## src/rtl/mac_array_inst_seq.sv

```systemverilog
// Instruction sequencer for the systolic MAC array.
// Runs a LOAD -> EXEC -> DRAIN sequence per start pulse and drives the per-row
// 2-bit instructions (bit1 = execute, bit0 = kernel load).
// Two issue modes: skewed, where row r trails row r-1 by one cycle, and
// broadcast, where every row gets the same instruction in the same cycle.
module mac_array_inst_seq #(
    parameter int row    = 8,
    parameter int len_bw = 16
) (
    input  logic                clk,
    input  logic                reset,
    input  logic                start,
    input  logic                data_mode,
    input  logic [len_bw-1:0]   load_len,
    input  logic [len_bw-1:0]   exec_len,
    output logic [2*row-1:0]    inst_row,
    output logic                busy,
    output logic [1:0]          phase,
    output logic                done,
    output logic                start_drop
);

    localparam int DW = $clog2(row + 1);
    localparam logic [len_bw-1:0] CNT_ONE = 1;
    localparam logic [DW-1:0]     DRN_ONE = 1;
    localparam logic [DW-1:0]     DRN_MAX = DW'(row - 1);

    typedef enum logic [1:0] {
        IDLE  = 2'd0,
        LOAD  = 2'd1,
        EXEC  = 2'd2,
        DRAIN = 2'd3
    } state_t;

    state_t              state_q, state_d;
    logic [len_bw-1:0]   cnt_q, cnt_d;
    logic [len_bw-1:0]   load_len_q, load_len_d;
    logic [len_bw-1:0]   exec_len_q, exec_len_d;
    logic                mode_q, mode_d;
    logic [DW-1:0]       drn_q, drn_d;
    logic                done_q, done_d;
    logic                drop_q, drop_d;
    logic                drain_last;
    logic [1:0]          src;
    logic [row-1:0][1:0] inst_q, inst_d;

    // Broadcast needs one drain cycle; skewed needs row cycles so the last
    // execute instruction has shifted out of the final row.
    assign drain_last = mode_q ? (drn_q == '0) : (drn_q == DRN_MAX);

    // Next-state and counter control for the sequence FSM.
    always_comb begin
        state_d    = state_q;
        cnt_d      = cnt_q;
        drn_d      = drn_q;
        mode_d     = mode_q;
        load_len_d = load_len_q;
        exec_len_d = exec_len_q;
        done_d     = 1'b0;
        drop_d     = 1'b0;
        case (state_q)
            IDLE: begin
                if (start) begin
                    mode_d     = data_mode;
                    load_len_d = load_len;
                    exec_len_d = exec_len;
                    cnt_d      = '0;
                    drn_d      = '0;
                    if (load_len != '0)      state_d = LOAD;
                    else if (exec_len != '0) state_d = EXEC;
                    else                     state_d = DRAIN;
                end
            end
            LOAD: begin
                if (cnt_q == load_len_q - CNT_ONE) begin
                    cnt_d   = '0;
                    drn_d   = '0;
                    state_d = (exec_len_q != '0) ? EXEC : DRAIN;
                end else begin
                    cnt_d = cnt_q + CNT_ONE;
                end
            end
            EXEC: begin
                if (cnt_q == exec_len_q - CNT_ONE) begin
                    cnt_d   = '0;
                    drn_d   = '0;
                    state_d = DRAIN;
                end else begin
                    cnt_d = cnt_q + CNT_ONE;
                end
            end
            DRAIN: begin
                if (drain_last) begin
                    state_d = IDLE;
                    done_d  = 1'b1;
                end else begin
                    drn_d = drn_q + DRN_ONE;
                end
            end
            default: state_d = IDLE;
        endcase
        if (start && (state_q != IDLE)) drop_d = 1'b1;
    end

    // Source instruction and next values of the per-row instruction registers.
    always_comb begin
        src    = 2'b00;
        inst_d = '0;
        case (state_q)
            LOAD:    src = 2'b01;
            EXEC:    src = 2'b10;
            default: src = 2'b00;
        endcase
        if (mode_q) begin
            for (int r = 0; r < row; r++) inst_d[r] = src;
        end else begin
            inst_d[0] = src;
            for (int r = 1; r < row; r++) inst_d[r] = inst_q[r-1];
        end
    end

    // FSM state, counters and latched sequence parameters.
    always_ff @(posedge clk or negedge reset) begin
        if (!reset) begin
            state_q    <= IDLE;
            cnt_q      <= '0;
            drn_q      <= '0;
            mode_q     <= 1'b0;
            load_len_q <= '0;
            exec_len_q <= '0;
        end else begin
            state_q    <= state_d;
            cnt_q      <= cnt_d;
            drn_q      <= drn_d;
            mode_q     <= mode_d;
            load_len_q <= load_len_d;
            exec_len_q <= exec_len_d;
        end
    end

    // Instruction registers update every cycle, shifting or broadcasting src.
    always_ff @(posedge clk or negedge reset) begin
        if (!reset) inst_q <= '0;
        else        inst_q <= inst_d;
    end

    // Registered one-cycle status pulses.
    always_ff @(posedge clk or negedge reset) begin
        if (!reset) begin
            done_q <= 1'b0;
            drop_q <= 1'b0;
        end else begin
            done_q <= done_d;
            drop_q <= drop_d;
        end
    end

    assign inst_row   = inst_q;
    assign busy       = (state_q != IDLE);
    assign phase      = state_q;
    assign done       = done_q;
    assign start_drop = drop_q;

endmodule

```

## config.mk

```make
export PLATFORM = sky130hd
export DESIGN_NAME = mac_array_inst_seq
export DESIGN_NICKNAME = d
export VERILOG_FILES = /design/src/rtl/mac_array_inst_seq.sv
export SDC_FILE = /design/constraint.sdc
export NUM_CORES = 1
export LEC_CHECK = 0
export ABC_AREA = 1
export CAP_MARGIN = 20
export CORE_MARGIN = 2
export CORE_UTILIZATION = 50
export CTS_CLUSTER_DIAMETER = 80
export DETAILED_ROUTE_END_ITERATION = 8
export PLACE_DENSITY = 0.73
export SETUP_SLACK_MARGIN = 0.3
export SYNTH_ARGS = -nofsm -noshare
export SYNTH_HDL_FRONTEND = slang
export SYNTH_SLANG_ARGS = --single-unit
```

## constraint.sdc

```tcl
create_clock -name clk -period 2.7 [get_ports clk]
set_input_delay 0.27 -clock clk [delete_from_list [all_inputs] [get_ports clk]]
set_output_delay 0.27 -clock clk [all_outputs]
set_load 0.03 [all_outputs]
```

---- Word-level counts from Yosys, hierarchy flattened ----
Cells that the tools add are included.
operators by class
  equal/unequal tests ..................... 11
  mux-type cells .......................... 23
  reductions and logical operators ........ 12
  $add $sub $neg .......................... 4
operators with widths
  cell                     count
  $mux W16                 4
  $pmux W16 S3             1
  $reduce_bool A16 Y1      3
  $eq A16 B16 Y1           2
  $sub A16 B1 Y16 const B  2
  $add A16 B1 Y16 const B  1
  $mux W4                  4
  $pmux W4 S4              1
  $mux W2                  5
  $ne A2 B2 Y1 const B     5
  $pmux W2 S4              1
  $reduce_and A4 Y1        2
  $mux W1                  6
  $add A4 B1 Y4 const B    1
  $eq A2 B2 Y1 const B     2
  $eq A4 B3 Y1 const B     1
  $logic_not A4 Y1         1
  $pmux W2 S2              1
  $reduce_and A2 Y1        2
  $reduce_bool A3 Y1       1
  $eq A2 B1 Y1 const B     1
  $logic_not A2 Y1         1
  $reduce_bool A2 Y1       1
  $logic_and A1 B1 Y1      1
storage, ports and cells
  output and inout bits ................... 21
  word-level logic and storage cells ...... 66
  flip-flop bits (word level) ............. 73
  input bits .............................. 36

---- Logic depth before layout (Yosys ltp) ----
Gate-level depths: netlist of the first run.
  depth in word-level cells ............... 5
  mapped depth ............................ 17
  gate-level depth less buffers ........... 16

---- Least setup slack after synthesis of the first run ----
Ideal clock, no wire load.
  path type ............................... reg2reg
  start point ............................. register state_q[0] (netlist: phase[0])
  end point ............................... register cnt_q[0]
  path buffers ............................ 1
  data required time ...................... 2.634 ns
  setup slack ............................. 0.532 ns
  clock period less this slack ............ 2.168 ns
  cell stages (with the launch flop) ...... 8
  setup time .............................. 0.066 ns
  arrival time ............................ 2.102 ns
  path through ............................ dfrtp_1 -> inv_1 -> ha_1 -> inv_1 -> o21ai_0 -> clkbuf_1 -> nand3_1 -> nand2_1
between the ends
  word-level cells in the longest chain between the ends .. 3
  elaborated cells on any way between the ends .. 7
  those cells by class .................... eq/ne: 3; mux: 1; reduce/logical: 3
RTL lines
  what                                                                        line  source
  start, declared                                                             35    state_t state_q, state_d;
  start signal, assigned                                                      132   state_q <= state_d;
  $eq A2 B2 Y1 (tied with other cells)                                        61    case (state_q)
  $reduce_bool A3 Y1 (no source line) / $ne A2 B2 Y1 (equally long branches)  --
  $reduce_and A2 Y1 (no source line)                                          --
  end signal, assigned                                                        133   cnt_q <= cnt_d;
  end, declared                                                               36    logic [len_bw-1:0] cnt_q, cnt_d;
Several ways; a longest one is shown, not always the timed one.
A chain may end at the register's enable or synchronous reset.

---- Final worst setup path of the first run ----
  start point ............................. register state_q[1] (netlist: phase[1])
  end point ............................... output port busy
between the ends
  word-level cells in the longest chain between the ends .. 1
RTL lines
  what                line  source
  $reduce_bool A2 Y1  159   assign busy = (state_q != IDLE);
  end, declared       17    output logic busy,
Every way passes these cells.

==> flow_metrics.tcl, run 1 <==
set metrics [dict create \
    status "complete, no violations" \
    rsz0062_at_grt "false" \
    initial_core_util 0.514 \
    grt_max_degree 33 \
    diodes 0 \
    die_area_sq_mm 0.0102 \
    layout_common_cells "nand2_1 (173), inv_1 (90), dfrtp_1 (73), clkdlybuf4s50_1 (55), nor2_1 (54)" \
    routed_via_density 5.04 \
    p_leak_nw 2.76 \
    drc 0 \
    max_stage_delay_ns 0.70 \
    crit_family "buffers and inverters" \
    synth_fp_nets 677 \
    design.core.area_sq_mm 0.00920 \
    ir_worst_vdd_mv 0.441 \
    crit_top_cell "inv_1" \
    dpl.cell_count 791 \
    grt_overflow 0 \
    worstSetupStartpointType "flip-flop" \
    crit_path_start "phase[1]$_DFFE_PN0P_" \
    final_common_cell "nand2_1" \
    final-hold-violation-count 0 \
    holdWs_ns 0.445 \
    setup_tns_ns 0 \
    arrival_ns 1.99 \
    ant_nets 0 \
    r2r_start "load_len_q[0]$_DFFE_PN0P_" \
    yosysTopAreaCell "dfrtp_1" \
    ios 57 \
    drt_wl_total_mm 10.4 \
    power.density_mw_per_mm2 1000 \
    synth_top_area_share 0.387 \
    cts_tree "done" \
    first_pass_iters 5 \
    area_growth_pct 19.0 \
    port_buffers 56 \
    fmax_mhz 442 \
    synth_seq_cells 73 \
    cts.htree.levels 3 \
    crit_type "reg -> out" \
    r2r_slack_ns 0.47 \
    worstPathMaxFanout 6 \
    cts-root-buf "clkbuf_8" \
    r2r_cells 11 \
    fin_nets 737 \
    clk_latency_ns 0.35 \
    cp_cell_sequence "inv_1 -> ha_1 -> inv_1 -> clkdlybuf4s50_1" \
    wl_per_cell_microns 12.8 \
    cts.path.max_buffers 2 \
    syn_area_sq_mm 0.00473 \
    grt_pass1_vias 3875 \
    die_x_microns 101 \
    die_y_microns 101 \
    drtIter0Drc 209 \
    worst_pin_slew_ns 0.589 \
    ys_top_cells_by_area "dfrtp_1 (39%), nand2_1 (14%), inv_1 (7.1%)" \
    place.gp.congestion 0.888 \
    vias 4071 \
    critPathRequiredTime_ns 2.43 \
    postCtsSetupBuffers 0 \
    slew_viol_final 0 \
    dpl_cell_area_sq_mm 0.00540 \
    post-route-cell-area_sq_mm 0.00562 \
    drv_cap 0 \
    crit_cells 4 \
    syn_area_per_cell_sq_um 7.48 \
    clock-sinks 73 \
    synth.distinct_cells 36 \
    cp_slowest_cell "clkdlybuf4s50_1" \
    slew_headroom 0.607 \
    multi_input_area_sq_mm 0.00250 \
    grt_pass1_wl_mm 17.6 \
    rows 35 \
    nFillCells 831 \
    dpl.hpwl_mm 7.96 \
    hp-class "in -> async" \
    seq_area_sq_mm 0.00183 \
    yosysSeqAreaShare 0.387 \
    cts_buffers 9 \
    final_cells 808 \
    endpoint_kind "output port" \
    layout_worst_path_cycle_share 0.837 \
    final.min_clock_period_ns 2.26 \
    yosys_warnings 0 \
    antenna_found_initial 0 \
    synth_cells 632 \
    grt_usage 0.213 \
    finalSetupViolCount 0 \
    clkTransAtPathRegs_ns 0.09 \
    crit_buf_inv 3 \
    finClkSkew_ns 0.00990 \
    drive_gt1_frac 0.121 \
]
## cell usage after synthesis
| master | instances |
|---|---|
| o21a_1 | 1 |
| o21ai_1 | 8 |
| nand3b_4 | 1 |
| o21ai_2 | 10 |
| nor3_1 | 4 |
| inv_1 | 90 |
| nor2_2 | 6 |
| nand2_1 | 173 |
| buf_6 | 1 |
| nor3_2 | 3 |
| nand2_4 | 3 |
| dfrtp_1 | 73 |
| a21oi_1 | 9 |
| or2_2 | 2 |
| xnor2_1 | 13 |
| nand2_2 | 5 |
| nor2_1 | 55 |
| o32ai_1 | 1 |
| xor2_1 | 26 |
| nand3_1 | 41 |
| inv_2 | 3 |
| nand3_4 | 1 |
| or2_0 | 1 |
| nor4_1 | 4 |
| clkbuf_1 | 8 |
| and2_1 | 1 |
| nand4_1 | 13 |
| nor2_4 | 5 |
| buf_1 | 1 |
| clkinv_1 | 2 |
| buf_2 | 4 |
| ha_1 | 9 |
| o21ai_0 | 29 |
| nand3_2 | 10 |
| nand3b_1 | 8 |
| mux2_2 | 8 |
## sequential cells by signal (all words and copies together), names as in the netlist
| signal | cells |
|---|---|
| cnt_q | 16 |
| done | 1 |
| drn_q | 4 |
| exec_len_q | 16 |
| inst_row | 16 |
| load_len_q | 16 |
| mode_q | 1 |
| phase | 2 |
| start_drop | 1 |
## cell type report
class / count / area share
Multi-Input combinational cell: 450 / 0.445
Sequential cell: 73 / 0.325
Inverter: 95 / 0.0634
Clock buffer: 9 / 0.0220
Clock inverter: 7 / 0.0111
Tap cell: 111 / 0.0247
Timing Repair Buffer: 63 / 0.109
## metal layers
metal	vias up	global-route usage	routed length (microns)
met3	18	0.0297	301
met5	-	0	0
met4	0	0.0884	255
met2	66	0.345	4900
met1	1869	0.288	4900
li1	2118	-	-
## path summary, 6_finish.rpt
check,end
min in group clk,inst_row[6]$_DFF_PN0_
worst max register to register,cnt_q[12]$_DFFE_PN0P_
worst max-delay path,busy
worst min-delay path,exec_len_q[1]$_DFFE_PN0P_
worst min register to register,inst_row[6]$_DFF_PN0_
max in group asynchronous,cnt_q[9]$_DFFE_PN0P_
## metrics by stage
step                power [mW]  utilization  setup WS (ns)
floorplan                 3.97            -          0.532
finish                    5.63        0.611          0.439
global route              6.12        0.611          0.312
CTS                       5.63        0.609          0.410
detailed placement        4.78        0.587          0.413
global placement          4.72        0.587          0.506
## cells by family after synthesis
| logic type | after synthesis | synth area share |
|---|---|---|
| buffers and inverters | 109 | 0.0892 |
| AOI/OAI and AO/OA | 58 | 0.0707 |
| DFF | 73 | 0.387 |
| xor gates and xnor gates | 39 | 0.0723 |
| and+or+nand+nor | 336 | 0.338 |
| muxes | 8 | 0.0191 |
| adders and majority gates | 9 | 0.0238 |
## worst reg2reg max path: cells and delay by family, from the launching register on
family	cells	cell delay (ns)
compound gates	2	0.32
xor+xnor	1	0.12
simple gates	6	0.79
flops	1	0.41
buf+inv	1	0.18
fa+ha+maj	1	0.31
## timing repair
item	CTS	global route
resized for setup	0	7
hold buffers	1	0
setup endpoints to repair	0	17
hold endpoints to repair	23	0
## report_power, final
part	total (mW)	switching (mW)	internal (mW)
combinational	2.92	1.79	1.13
clock	0.834	0.483	0.351
sequential	1.88	0.408	1.48
total	5.63	2.68	2.95
No activity file was read; power rests on OpenSTA's default activity.
==> inputs of run 2 (changes only) <==
PLACE_DENSITY = 0.76   (was 0.73)
clock period = 2 ns   (was 2.7 ns; I/O delays follow)
==> run 2 against run 1 <==
  * The run now ends with setup timing left
  * Wire length grew 11%
  * Core utilization grew 7.2 points
  * Sequential share of layout area shrank 3.2 points
  * Highest routed layer unchanged
==> flow_metrics.tcl, run 2 (synthesis results as in run 1) <==
set metrics [dict create \
    power.density_mw_per_mm2 1430 \
    cp_slowest_cell "dfrtp_1" \
    dpl.hpwl_mm 8.30 \
    cts_buffers 9 \
    p_leak_nw 3.05 \
    drive_gt1_frac 0.253 \
    grt_overflow 0 \
    layout_worst_path_cycle_share 1.03 \
    fin_nets 779 \
    final_cells 850 \
    grt_pass1_wl_mm 19.0 \
    worst_pin_slew_ns 0.867 \
    diodes 0 \
    status "complete, but fails checks" \
    setup_slack_ns -0.0502 \
    antenna_found_initial 0 \
    r2r_cells 13 \
    routed_via_density 5.09 \
    design.core.area_sq_mm 0.00920 \
    clk_latency_ns 0.36 \
    worstSetupStartpointType "flip-flop" \
    die_x_microns 101 \
    critPathRequiredTime_ns 2.25 \
    grt_pass1_vias 4193 \
    ir_worst_vdd_mv 0.664 \
    die_y_microns 101 \
    cts_tree "done" \
    wl_per_cell_microns 13.6 \
    final.min_clock_period_ns 2.05 \
    endpoint_kind "flip-flop" \
    finClkSkew_ns 0.00771 \
    worstPathMaxFanout 8 \
    dr_wl_met3_microns 380 \
    arrival_ns 2.30 \
    crit_family "simple AND/OR/NAND/NOR gates" \
    max_stage_delay_ns 0.42 \
    port_buffers 56 \
    place.gp.congestion 0.866 \
    r2r_end "drn_q[3]$_DFFE_PN0P_" \
    r2r_slack_ns -0.05 \
    pre_cts_ws_ns -0.123 \
    final-hold-violation-count 0 \
    first_pass_iters 4 \
    dpl.cell_count 810 \
    vias 4326 \
    ant_nets 0 \
    finalPower_mw 9.00 \
    die_area_sq_mm 0.0102 \
    rows 35 \
    fmax_mhz 488 \
    crit_cells 13 \
    cp_cell_sequence "inv_2 -> ha_4 -> nand2_4 -> nor2_4 -> nand2_1 -> xor2_1 -> nand3_1 -> nor2_1 -> nand3_2 -> nand2_4 -> nand3_4 -> nand2_2 -> o21ai_1" \
    wl_met2_mm 5.87 \
    slew_headroom 0.421 \
    drc 0 \
    met1_length_mm 5.05 \
    rsz0062_at_grt "true" \
    utilization 0.684 \
    area_growth_pct 33.0 \
    crit_end "drn_q[3]$_DFFE_PN0P_" \
    final_common_cell "nand2_1" \
    drtIter0Drc 159 \
    grt_max_degree 33 \
    finalSetupViolCount 16 \
    clkTransAtPathRegs_ns 0.09 \
    clock-sinks 73 \
    cts-root-buf "clkbuf_8" \
    slew_viol_final 0 \
    cts.path.max_buffers 2 \
    drv_cap 0 \
    drt_wl_total_mm 11.5 \
    violations "setup timing" \
    ios 57 \
    holdWs_ns 0.395 \
    grt_usage 0.233 \
    r2r_start "exec_len_q[1]$_DFFE_PN0P_" \
    crit_path_start "exec_len_q[1]$_DFFE_PN0P_" \
    layout_common_cells "nand2_1 (162), inv_1 (83), dfrtp_1 (61), clkdlybuf4s50_1 (54), buf_4 (44)" \
    crit_type "reg -> reg" \
    cts.htree.levels 3 \
    initial_core_util 0.514 \
    topRoutingLayerUsed "met4" \
    crit_buf_inv 1 \
    hp-class "in -> async" \
    crit_top_cell "nand2_4" \
]
run 2: what timing repair did:
item / 4_1_cts / 5_1_grt
buffers inserted: 14 / 8
hold buffers: 1 / 0
pin swaps: 13 / 10
cloned: 1 / 0
endpoints found under the setup margin: 23 / 23
hold endpoints to repair: 23 / 0
resized for setup: 42 / 33
run 2: worst min path at each step:
stage / to
detailed placement: exec_len_q[4]$_DFFE_PN0P_
global placement: exec_len_q[0]$_DFFE_PN0P_
CTS: exec_len_q[0]$_DFFE_PN0P_
global route: exec_len_q[7]$_DFFE_PN0P_
finish: exec_len_q[0]$_DFFE_PN0P_
floorplan: cnt_q[0]$_DFFE_PN0P_
run 2: metrics by stage:
stage / area, sq um / setup TNS, ns
CTS: 6140 / 0
detailed placement: 5620 / -0.897
finish: 6290 / -0.427
global route: 6290 / -3.68
global placement: 5620 / -0.323
floorplan: 4790 / 0
run 2: per-layer routing:
| metal | vias up | global-route usage |
|---|---|---|
| met1 | 2028 | 0.290 |
| met5 | - | 0 |
| met2 | 81 | 0.412 |
| met3 | 21 | 0.0359 |
| met4 | 0 | 0.0811 |
| li1 | 2196 | - |
run 2: worst register-to-register path, stage by stage, from the launching register on:
cell and delay (ns):
dfrtp_1 0.42, inv_2 0.09, ha_4 0.19, nand2_4 0.07, nor2_4 0.13, nand2_1 0.08
xor2_1 0.13, nand3_1 0.09, nor2_1 0.13, nand3_2 0.14, nand2_4 0.18, nand3_4 0.15
nand2_2 0.10, o21ai_1 0.06
run 2: area by class of cell:
| type | count | area [sq um] |
|---|---|---|
| Tap cell | 111 | 139 |
| Clock buffer | 9 | 124 |
| Clock inverter | 7 | 126 |
| Fill cell | 743 | 2910 |
| Timing Repair Buffer | 104 | 951 |
| Inverter | 95 | 357 |
| Sequential cell | 73 | 1840 |
| Multi-Input combinational cell | 451 | 2750 |
run 2: report_power, final:
part / total [mW] / leakage [nW] / internal, mW / switching, mW
logic: 4.91 / 2.00 / 2.06 / 2.85
clock network: 1.47 / 0.122 / 0.844 / 0.629
registers: 2.61 / 0.921 / 2.02 / 0.599
